**src/rtl/alu_op_sequencer_pkg.sv**
```systemverilog
// Shared constants and helpers for the single-issue ALU/regfile sequencer.
// Opcode and ALU select encodings, FSM states and instruction field positions.
package alu_seq_pkg;

  localparam int DATA_W  = 4;
  localparam int IDX_W   = 4;
  localparam int OP_W    = 3;
  localparam int INSTR_W = 15;

  localparam int OP_MSB  = 14;
  localparam int OP_LSB  = 12;
  localparam int RD_MSB  = 11;
  localparam int RD_LSB  = 8;
  localparam int RS1_MSB = 7;
  localparam int RS1_LSB = 4;
  localparam int RS2_MSB = 3;
  localparam int RS2_LSB = 0;

  localparam logic [OP_W-1:0] OP_AND  = 3'b000;
  localparam logic [OP_W-1:0] OP_OR   = 3'b001;
  localparam logic [OP_W-1:0] OP_ADD  = 3'b010;
  localparam logic [OP_W-1:0] OP_SUB  = 3'b011;
  localparam logic [OP_W-1:0] OP_MOVI = 3'b100;

  localparam logic [1:0] SEL_ADD = 2'b00;
  localparam logic [1:0] SEL_SUB = 2'b01;
  localparam logic [1:0] SEL_AND = 2'b10;
  localparam logic [1:0] SEL_OR  = 2'b11;

  typedef enum logic [2:0] {
    S_IDLE = 3'd0,
    S_RD   = 3'd1,
    S_EX   = 3'd2,
    S_WB   = 3'd3,
    S_DONE = 3'd4
  } state_e;

  function automatic logic [OP_W-1:0] opField(input logic [INSTR_W-1:0] ins);
    return ins[OP_MSB:OP_LSB];
  endfunction

  function automatic logic [IDX_W-1:0] rdField(input logic [INSTR_W-1:0] ins);
    return ins[RD_MSB:RD_LSB];
  endfunction

  function automatic logic [IDX_W-1:0] rs1Field(input logic [INSTR_W-1:0] ins);
    return ins[RS1_MSB:RS1_LSB];
  endfunction

  function automatic logic [IDX_W-1:0] rs2Field(input logic [INSTR_W-1:0] ins);
    return ins[RS2_MSB:RS2_LSB];
  endfunction

endpackage

```
**src/rtl/alu_op_sequencer_if.sv**
```systemverilog
// Bundle of instruction handshake, regfile and ALU connections for the sequencer.
// master = the sequencer itself, slave = instruction source plus regfile/ALU side.
interface alu_op_sequencer_if;
  import alu_seq_pkg::*;

  logic               instr_valid;
  logic               instr_ready;
  logic [INSTR_W-1:0] instr;
  logic [IDX_W-1:0]   rf_rr1;
  logic [IDX_W-1:0]   rf_rr2;
  logic [IDX_W-1:0]   rf_wr;
  logic [DATA_W-1:0]  rf_wdata;
  logic               rf_wenable;
  logic [DATA_W-1:0]  rf_rdata1;
  logic [DATA_W-1:0]  rf_rdata2;
  logic [DATA_W-1:0]  alu_a;
  logic [DATA_W-1:0]  alu_b;
  logic [1:0]         alu_select;
  logic [DATA_W-1:0]  alu_res;
  logic               alu_cf;
  logic               alu_zf;
  logic               alu_sf;
  logic               done;
  logic [DATA_W-1:0]  result;
  logic               flag_cf;
  logic               flag_zf;
  logic               flag_sf;
  logic               invalid;

  modport master (
    input  instr_valid, instr, rf_rdata1, rf_rdata2, alu_res, alu_cf, alu_zf, alu_sf,
    output instr_ready, rf_rr1, rf_rr2, rf_wr, rf_wdata, rf_wenable,
           alu_a, alu_b, alu_select, done, result, flag_cf, flag_zf, flag_sf, invalid
  );

  modport slave (
    output instr_valid, instr, rf_rdata1, rf_rdata2, alu_res, alu_cf, alu_zf, alu_sf,
    input  instr_ready, rf_rr1, rf_rr2, rf_wr, rf_wdata, rf_wenable,
           alu_a, alu_b, alu_select, done, result, flag_cf, flag_zf, flag_sf, invalid
  );

endinterface

```
**src/rtl/alu_op_sequencer_decode.sv**
```systemverilog
// Combinational opcode decoder: ALU function select and instruction class.
module alu_seq_decode
  import alu_seq_pkg::*;
(
  input  logic [OP_W-1:0] i_opcode,
  output logic [1:0]      o_alu_select,
  output logic            o_is_alu,
  output logic            o_is_movi,
  output logic            o_is_invalid
);

  always_comb begin
    o_alu_select = SEL_ADD;
    o_is_alu     = 1'b0;
    o_is_movi    = 1'b0;
    o_is_invalid = 1'b0;
    case (i_opcode)
      OP_AND:  begin o_alu_select = SEL_AND; o_is_alu = 1'b1; end
      OP_OR:   begin o_alu_select = SEL_OR;  o_is_alu = 1'b1; end
      OP_ADD:  begin o_alu_select = SEL_ADD; o_is_alu = 1'b1; end
      OP_SUB:  begin o_alu_select = SEL_SUB; o_is_alu = 1'b1; end
      OP_MOVI: o_is_movi = 1'b1;
      default: o_is_invalid = 1'b1;
    endcase
  end

endmodule

```
**src/rtl/alu_op_sequencer.sv**
```systemverilog
// One-instruction-at-a-time controller: read regfile, run ALU, write back, pulse done.
// All outputs are decoded from the current state, so a reset clears them immediately.
module alu_op_sequencer
  import alu_seq_pkg::*;
(
  input logic                clk,
  input logic                rst_n,
  alu_op_sequencer_if.master bus
);

  state_e             r_state;
  state_e             w_next;
  logic [INSTR_W-1:0] r_instr;
  logic [DATA_W-1:0]  r_result;
  logic               r_cf;
  logic               r_zf;
  logic               r_sf;

  logic [OP_W-1:0]    w_opcode;
  logic [1:0]         w_aluSel;
  logic               w_isAlu;
  logic               w_isMovi;
  logic               w_isInvalid;
  logic               w_idle;
  logic               w_accept;
  logic [DATA_W-1:0]  w_wbData;

  assign w_idle   = (r_state == S_IDLE);
  assign w_accept = w_idle && bus.instr_valid;

  // While idle the decoder looks at the offered instruction to pick the first state;
  // afterwards it looks at the latched copy.
  assign w_opcode = w_idle ? opField(bus.instr) : opField(r_instr);
  assign w_wbData = w_isMovi ? rs2Field(r_instr) : bus.alu_res;

  alu_seq_decode u_decode (
    .i_opcode     (w_opcode),
    .o_alu_select (w_aluSel),
    .o_is_alu     (w_isAlu),
    .o_is_movi    (w_isMovi),
    .o_is_invalid (w_isInvalid)
  );

  always_ff @(posedge clk or negedge rst_n) begin
    if (!rst_n) r_state <= S_IDLE;
    else        r_state <= w_next;
  end

  always_comb begin
    w_next = r_state;
    case (r_state)
      S_IDLE: begin
        if (w_accept) begin
          if (w_isAlu)       w_next = S_RD;
          else if (w_isMovi) w_next = S_WB;
          else               w_next = S_DONE;
        end
      end
      S_RD:    w_next = S_EX;
      S_EX:    w_next = S_WB;
      S_WB:    w_next = S_DONE;
      S_DONE:  w_next = S_IDLE;
      default: w_next = S_IDLE;
    endcase
  end

  always_comb begin
    bus.rf_rr1     = '0;
    bus.rf_rr2     = '0;
    bus.rf_wr      = '0;
    bus.rf_wdata   = '0;
    bus.rf_wenable = 1'b0;
    bus.alu_a      = '0;
    bus.alu_b      = '0;
    bus.alu_select = SEL_ADD;
    bus.done       = 1'b0;
    bus.invalid    = 1'b0;
    case (r_state)
      S_RD: begin
        bus.rf_rr1 = rs1Field(r_instr);
        bus.rf_rr2 = rs2Field(r_instr);
      end
      S_EX: begin
        bus.alu_a      = bus.rf_rdata1;
        bus.alu_b      = bus.rf_rdata2;
        bus.alu_select = w_aluSel;
      end
      S_WB: begin
        bus.rf_wenable = 1'b1;
        bus.rf_wr      = rdField(r_instr);
        bus.rf_wdata   = w_wbData;
      end
      S_DONE: begin
        bus.done    = 1'b1;
        bus.invalid = w_isInvalid;
      end
      default: ;
    endcase
  end

  // Flags only move on ALU writebacks; MOVI updates result alone.
  always_ff @(posedge clk or negedge rst_n) begin
    if (!rst_n) begin
      r_instr  <= '0;
      r_result <= '0;
      r_cf     <= 1'b0;
      r_zf     <= 1'b0;
      r_sf     <= 1'b0;
    end else begin
      if (w_accept) r_instr <= bus.instr;
      if (r_state == S_WB) begin
        r_result <= w_wbData;
        if (w_isAlu) begin
          r_cf <= bus.alu_cf;
          r_zf <= bus.alu_zf;
          r_sf <= bus.alu_sf;
        end
      end
    end
  end

  assign bus.instr_ready = w_idle && rst_n;
  assign bus.result      = r_result;
  assign bus.flag_cf     = r_cf;
  assign bus.flag_zf     = r_zf;
  assign bus.flag_sf     = r_sf;

endmodule

```
**src/flat_wrapper.sv**
```systemverilog
// flat-port wrapper written by rule: the top's interface ports become plain ports
module alu_op_sequencer_flat import alu_seq_pkg::*;
  (clk, rst_n, bus_instr_valid, bus_instr, bus_rf_rdata1, bus_rf_rdata2, bus_alu_res, bus_alu_cf, bus_alu_zf, bus_alu_sf, bus_instr_ready, bus_rf_rr1, bus_rf_rr2, bus_rf_wr, bus_rf_wdata, bus_rf_wenable, bus_alu_a, bus_alu_b, bus_alu_select, bus_done, bus_result, bus_flag_cf, bus_flag_zf, bus_flag_sf, bus_invalid);
  alu_op_sequencer_if bus_i ();
  input logic clk;
  input logic rst_n;
  input wire logic [$bits(bus_i.instr_valid)-1:0] bus_instr_valid;
  input wire logic [$bits(bus_i.instr)-1:0] bus_instr;
  input wire logic [$bits(bus_i.rf_rdata1)-1:0] bus_rf_rdata1;
  input wire logic [$bits(bus_i.rf_rdata2)-1:0] bus_rf_rdata2;
  input wire logic [$bits(bus_i.alu_res)-1:0] bus_alu_res;
  input wire logic [$bits(bus_i.alu_cf)-1:0] bus_alu_cf;
  input wire logic [$bits(bus_i.alu_zf)-1:0] bus_alu_zf;
  input wire logic [$bits(bus_i.alu_sf)-1:0] bus_alu_sf;
  output wire logic [$bits(bus_i.instr_ready)-1:0] bus_instr_ready;
  output wire logic [$bits(bus_i.rf_rr1)-1:0] bus_rf_rr1;
  output wire logic [$bits(bus_i.rf_rr2)-1:0] bus_rf_rr2;
  output wire logic [$bits(bus_i.rf_wr)-1:0] bus_rf_wr;
  output wire logic [$bits(bus_i.rf_wdata)-1:0] bus_rf_wdata;
  output wire logic [$bits(bus_i.rf_wenable)-1:0] bus_rf_wenable;
  output wire logic [$bits(bus_i.alu_a)-1:0] bus_alu_a;
  output wire logic [$bits(bus_i.alu_b)-1:0] bus_alu_b;
  output wire logic [$bits(bus_i.alu_select)-1:0] bus_alu_select;
  output wire logic [$bits(bus_i.done)-1:0] bus_done;
  output wire logic [$bits(bus_i.result)-1:0] bus_result;
  output wire logic [$bits(bus_i.flag_cf)-1:0] bus_flag_cf;
  output wire logic [$bits(bus_i.flag_zf)-1:0] bus_flag_zf;
  output wire logic [$bits(bus_i.flag_sf)-1:0] bus_flag_sf;
  output wire logic [$bits(bus_i.invalid)-1:0] bus_invalid;
  assign bus_i.instr_valid = bus_instr_valid;
  assign bus_i.instr = bus_instr;
  assign bus_i.rf_rdata1 = bus_rf_rdata1;
  assign bus_i.rf_rdata2 = bus_rf_rdata2;
  assign bus_i.alu_res = bus_alu_res;
  assign bus_i.alu_cf = bus_alu_cf;
  assign bus_i.alu_zf = bus_alu_zf;
  assign bus_i.alu_sf = bus_alu_sf;
  assign bus_instr_ready = bus_i.instr_ready;
  assign bus_rf_rr1 = bus_i.rf_rr1;
  assign bus_rf_rr2 = bus_i.rf_rr2;
  assign bus_rf_wr = bus_i.rf_wr;
  assign bus_rf_wdata = bus_i.rf_wdata;
  assign bus_rf_wenable = bus_i.rf_wenable;
  assign bus_alu_a = bus_i.alu_a;
  assign bus_alu_b = bus_i.alu_b;
  assign bus_alu_select = bus_i.alu_select;
  assign bus_done = bus_i.done;
  assign bus_result = bus_i.result;
  assign bus_flag_cf = bus_i.flag_cf;
  assign bus_flag_zf = bus_i.flag_zf;
  assign bus_flag_sf = bus_i.flag_sf;
  assign bus_invalid = bus_i.invalid;
  alu_op_sequencer u_core (.clk(clk), .rst_n(rst_n), .bus(bus_i));
endmodule
```
**config.mk**
```make
export PLATFORM = sky130hd
export DESIGN_NAME = alu_op_sequencer_flat
export DESIGN_NICKNAME = d
export VERILOG_FILES = /design/src/rtl/alu_op_sequencer_pkg.sv /design/src/rtl/alu_op_sequencer_if.sv /design/src/rtl/alu_op_sequencer_decode.sv /design/src/rtl/alu_op_sequencer.sv /design/src/flat_wrapper.sv
export SDC_FILE = /design/constraint.sdc
export NUM_CORES = 1
export LEC_CHECK = 0
export ABC_AREA = 1
export BUFFER_PORTS_ARGS = -buffer_cell sky130_fd_sc_hd__clkbuf_2
export CAP_MARGIN = 20
export CORE_MARGIN = 2
export CORE_UTILIZATION = 48
export DETAILED_ROUTE_END_ITERATION = 8
export GPL_TIMING_DRIVEN = 0
export PLACE_DENSITY_LB_ADDON = 0.05
export SETUP_SLACK_MARGIN = 0.5
export SYNTH_ARGS = -nofsm -noshare
export SYNTH_HDL_FRONTEND = slang
export SYNTH_SLANG_ARGS = --single-unit
export TNS_END_PERCENT = 100
```
**constraint.sdc**
```tcl
create_clock -name clk -period 2.41 [get_ports clk]
set_input_delay 0.1205 -clock clk [delete_from_list [all_inputs] [get_ports clk]]
set_output_delay 0.1205 -clock clk [all_outputs]
set_load 0.05 [all_outputs]
```
## After elaboration in Yosys (flattened, before gate mapping)

Index checks and enable logic that the tools add are counted.

- Equal/unequal tests: 9
- Reductions and logical operators: 7
- Multiplexer cells: 20

Operators with widths:

| operator | number |
|---|---|
| $mux W4 | 7 |
| $eq A3 B2 Y1 const B | 4 |
| $mux W3 | 4 |
| $pmux W3 S4 | 1 |
| $eq A3 B1 Y1 const B | 2 |
| $eq A3 B3 Y1 const B | 2 |
| $logic_not A3 Y1 | 2 |
| $mux W1 | 6 |
| $pmux W2 S3 | 1 |
| $reduce_or A5 Y1 | 1 |
| $reduce_or A4 Y1 | 1 |
| $logic_and A1 B1 Y1 | 2 |
| $mux W2 | 1 |
| $ne A2 B2 Y1 const B | 1 |
| $reduce_and A2 Y1 | 1 |

- Word-level logic and storage cells: 42
- Output and inout bits: 37
- Register bits: 25

## Logic depth before layout (Yosys ltp)

- Word-level depth: 8
- Mapped depth: 8
- Gate-level depth less buffers: 8

## By module

From an unflattened synthesis, not the netlist that was laid out.

- Cells, all modules: 197
- Area, all modules: 1421.4 um^2

By module, submodules not included:

| module | times used | seq. area each (um^2) | area an instance (um^2) | cells an instance |
|---|---|---|---|---|
| alu_op_sequencer | 1 | 625.6 | 1387.6 | 188 |
| alu_seq_decode | 1 | 0.0 | 33.8 | 9 |

## Worst setup path after synthesis

No wires, ideal clock.

- Path kind: register -> output
- Start point: reg u_core.r_state[0]
- End point: out bus_invalid
- Path buffers: 0
- Path slack: 0.240 ns
- Stages on the path, launching flop included: 8
- Arrival: 2.050 ns
- Cells stage by stage: dfrtp_1 nor2_4 nand2_4 nand2_1 nand2_2 nand2_1 nand2_1 nor3_1

- Longest elaborated chain between the ends: 6

Ends and longest elaborated chain:

| element | line | RTL |
|---|---|---|
| from (decl) | alu_op_sequencer.sv:11 | `state_e r_state;` |
| from (signal assigned) | alu_op_sequencer.sv:46 | `else r_state <= w_next;` |
| $logic_not A3 Y1 | alu_op_sequencer.sv:28 | `assign w_idle = (r_state == S_IDLE);` |
| $mux W3 | alu_op_sequencer.sv:33 | `assign w_opcode = w_idle ? opField(bus.instr) : opField(r_instr);` |
| $eq A3 B3 Y1, or another cell as far along | alu_op_sequencer_decode.sv:17 | `case (i_opcode)` |
| $reduce_or A5 Y1 (no source line) | n/a |  |
| $mux W1 | alu_op_sequencer_decode.sv:17 |  |
| $mux W1 * | alu_op_sequencer.sv:78 | `case (r_state)` |
| to (decl) | flat_wrapper.sv:29 | `output wire logic [$bits(bus_i.invalid)-1:0] bus_invalid;` |

Mark *: on every way between the ends. The rest lies on a longest branch, timed or not.

## Worst setup path in the final report

- Start point: reg u_core.r_state[0]
- End point: out bus_alu_b[0]

- Longest elaborated chain between the ends: 2

Ends and longest elaborated chain:

| element | line | RTL |
|---|---|---|
| $eq A3 B2 Y1 | alu_op_sequencer.sv:78 |  |
| $mux W4 | alu_op_sequencer.sv:78 |  |
| to (decl) | flat_wrapper.sv:22 | `output wire logic [$bits(bus_i.alu_b)-1:0] bus_alu_b;` |

No other way between the ends.

==> impl_metrics.py <==
metrics = {
    "critical_path": {
        "timing.critical_path.required_ns": 2.29,
        "worstSetupStartpoint": "u_core.r_state[0]$_DFFE_PN0P_",
        "worstSetupStartpointType": "flip-flop",
        "timing_worst_setup_path_type": "flip-flop to output port",
        "critical_path_arrival_ns": 1.80,
        "timing.critical_path.fanout_max": 10,
        "regToRegSetupSlack_ns": 0.64,
        "worstReg2RegStart": "u_core.r_state[0]$_DFFE_PN0P_",
        "timing.reg2reg.worst_path_depth": 9,
        "cp-end-kind": "output port",
    },
    "final_layout": {
        "nets": 298,
        "fillCellCount": 211,
        "layout_cells_sized_above_1": 0.500,
        "final_cell_mix": "54 x sky130_fd_sc_hd__clkbuf_2, 36 x sky130_fd_sc_hd__inv_1, 35 x sky130_fd_sc_hd__nor2_1",
        "mostFrequentLayoutCell": "sky130_fd_sc_hd__clkbuf_2",
        "final_cell_count_no_fill": 295,
        "synthToLayoutAreaGrowth_pct": 58.9,
        "n_antenna_cell": 0,
        "layout.cell_area.non_filler_sq_mm": 0.00217,
    },
    "detailed_routing": {
        "routed_via_count": 1406,
        "detail_route.first_pass.iterations": 4,
        "wirelength_microns": 3730,
        "mean_routed_wirelength_per_cell_microns": 12.6,
        "post-route-drc-count": 0,
        "detail-route-antenna-nets": 0,
        "vias_per_cell": 4.77,
        "drt_iter0_markers": 46,
    },
    "placed_design": {
        "gpl_congestion": 0.759,
        "dp.cells": 278,
        "post-dp-hpwl_microns": 2380,
        "placed_area_sq_mm": 0.00176,
        "placement.io_buffers": 69,
        "place_worst_setup_slack_ns": 0.687,
    },
    "yosys": {
        "ys_seq_elements": 25,
        "synth.net_count": 211,
        "ys_top_cells_by_area": "sky130_fd_sc_hd__dfrtp_1 46%, sky130_fd_sc_hd__inv_1 11%, sky130_fd_sc_hd__nor2_1 9.6%",
        "mean_instance_size_in_the_synthesized_netlist_sq_um": 7.66,
        "post-synth-top-area-cell": "sky130_fd_sc_hd__dfrtp_1",
        "ys_seq_area_frac": 0.459,
        "yosys.cell_types.count": 22,
        "yosysWarnings": 0,
        "netlist_area_sq_mm": 0.00136,
        "number_of_instances_in_the_synthesized_netlist": 178,
        "post-synth-top-area-fraction": 0.459,
    },
    "sta": {
        "timing.slew.headroom": 0.584,
        "drv_slew": 0,
        "final.period_utilization": 0.797,
        "fin_skew_ns": 0.0155,
        "worst_hold_slack_ns": 0.0166,
        "grt_setup_unrepaired": "true",
        "clock.fmax_mhz": 521,
        "final_critical_path_setup_slack_ns": 0.490,
        "hold_viol_final": 0,
        "timing.setup.tns_ns": 0,
        "layout_min_cycle_time_ns": 1.92,
        "setup_viol": 0,
        "tightest_slew_ns": 0.623,
    },
    "min_path": {
        "hold_path.class": "input pin to flip-flop",
        "whs_path_depth": 3,
        "hold_start": "bus_instr[11]",
    },
    "clock_network": {
        "clkTransAtPathRegs_ns": 0.16,
        "clk-insertion-delay-late_ns": 0.33,
        "htreeDepth": 1,
        "cts_buffers": 3,
        "root_buffer": "sky130_fd_sc_hd__clkbuf_4",
        "tritoncts": "yes",
        "numClockSinks": 25,
        "clk_path_buf_depth": 2,
    },
    "grt": {
        "global_route.usage.total": 0.212,
        "globalRouteOverflowTotal": 0,
        "first_global_vias": 1204,
        "largest_net_degree_at_the_start_of_global_routing": 27,
        "grt_antenna_before_repair": 0,
        "grt_first_pass_wirelength_microns": 5410,
    },
    "run_status": {
        "outcome": "finished, final reports clean",
    },
    "flow_run": {
        "drv.max_cap_violation_count": 0,
    },
    "pwr": {
        "power.density_mw_per_mm2": 1520,
        "total_leakage_power_nw": 1.25,
        "worst_ir_drop_vdd_v": 0.00114,
    },
    "floorplanning": {
        "ioPinCount": 70,
        "die_outline_area_sq_mm": 0.00328,
        "die_h_microns": 57.3,
        "num_rows": 19,
        "fp.dieW_microns": 57.3,
        "core_area_sq_mm": 0.00273,
        "initial_util": 0.499,
    },
}
cell usage after synthesis:
| master | instances |
|---|---|
| sky130_fd_sc_hd__a21oi_1 | 4 |
| sky130_fd_sc_hd__a21oi_2 | 10 |
| sky130_fd_sc_hd__a31oi_1 | 1 |
| sky130_fd_sc_hd__buf_2 | 1 |
| sky130_fd_sc_hd__buf_6 | 2 |
| sky130_fd_sc_hd__clkbuf_1 | 1 |
| sky130_fd_sc_hd__dfrtp_1 | 25 |
| sky130_fd_sc_hd__inv_1 | 40 |
| sky130_fd_sc_hd__inv_2 | 3 |
| sky130_fd_sc_hd__mux2_4 | 1 |
| sky130_fd_sc_hd__nand2_1 | 25 |
| sky130_fd_sc_hd__nand2_2 | 3 |
| sky130_fd_sc_hd__nand2_4 | 1 |
| sky130_fd_sc_hd__nand3_1 | 10 |
| sky130_fd_sc_hd__nand3_2 | 1 |
| sky130_fd_sc_hd__nand3_4 | 1 |
| sky130_fd_sc_hd__nand4_1 | 4 |
| sky130_fd_sc_hd__nor2_1 | 35 |
| sky130_fd_sc_hd__nor2_4 | 1 |
| sky130_fd_sc_hd__nor3_1 | 3 |
| sky130_fd_sc_hd__nor3b_1 | 1 |
| sky130_fd_sc_hd__o21ai_0 | 5 |
routing by layer:
metal,share of wire,global-route usage,up-vias
met3,0.036,0.0295,4
met2,0.53,0.358,39
met1,0.42,0.287,650
met4,0.0070,0.0598,0
met5,0,0,-
li1,-,-,713
cells by family after synthesis:
family | after synthesis | synth area share
multiplexers | 1 | 0.0110
AO/OA/AOI/OAI | 20 | 0.102
AND/OR/NAND/NOR | 85 | 0.287
buffers and inverters | 47 | 0.141
flip-flops | 25 | 0.459
layout make-up:
type	count	area [sq um]	area share
clock inverters	1	7.51	0.00346
clock buffers	3	22.5	0.0104
multi-input cells	106	742	0.342
well taps	31	38.8	0.0179
repair buffers	82	533	0.246
inverters	43	164	0.0756
flip-flops and latches	25	627	0.289
plain buffers	4	32.5	0.0150
through the flow:
| step | total power (W) | utilization |
|---|---|---|
| final | 0.00330 | 0.793 |
| after global routing | 0.00349 | 0.793 |
| after CTS | 0.00282 | 0.697 |
| after detailed placement | 0.00249 | 0.645 |
| after global placement | 0.00246 | 0.645 |
| after floorplan | 0.00211 | - |
worst paths after layout:
| check | endpoint |
|---|---|
| max | bus_alu_b[0] |
| max in group asynchronous | u_core.r_state[1]$_DFFE_PN0P_ |
| max reg2reg | u_core.r_instr[14]$_DFFE_PN0P_ |
| min in group asynchronous | u_core.r_instr[0]$_DFFE_PN0P_ |
| min | u_core.r_instr[11]$_DFFE_PN0P_ |
| min reg2reg | u_core.bus.result[1]$_DFFE_PN0P_ |
registers in the layout, summed over array words and instances, names as in the netlist:
signal / count
u_core.bus.flag_cf: 1
u_core.bus.flag_sf: 1
u_core.r_state: 3
u_core.bus.flag_zf: 1
u_core.r_instr: 15
u_core.bus.result: 4
where the power goes:
| part | internal [W] | switching, W | total (W) |
|---|---|---|---|
| Clock | 0.0000634 | 0.000135 | 0.000199 |
| Combinational | 0.000768 | 0.00162 | 0.00239 |
| Sequential | 0.000613 | 0.000105 | 0.000718 |
worst max-delay path, cell delays in order, from the launching register on:
cell and delay, ns:
sky130_fd_sc_hd__dfrtp_1 0.46, sky130_fd_sc_hd__nor3_1 0.25, sky130_fd_sc_hd__inv_1 0.13, sky130_fd_sc_hd__clkbuf_2 0.23, sky130_fd_sc_hd__nor2_1 0.14, sky130_fd_sc_hd__buf_2 0.28
repair_timing:
action	4_1_cts	5_1_grt
setup buffers	3	9
hold endpoints to repair	25	0
setup endpoints to repair	7	20
pin swaps	4	14
hold buffers	1	0
resized for setup	19	62
No activity file was read; power rests on OpenSTA's default activity.
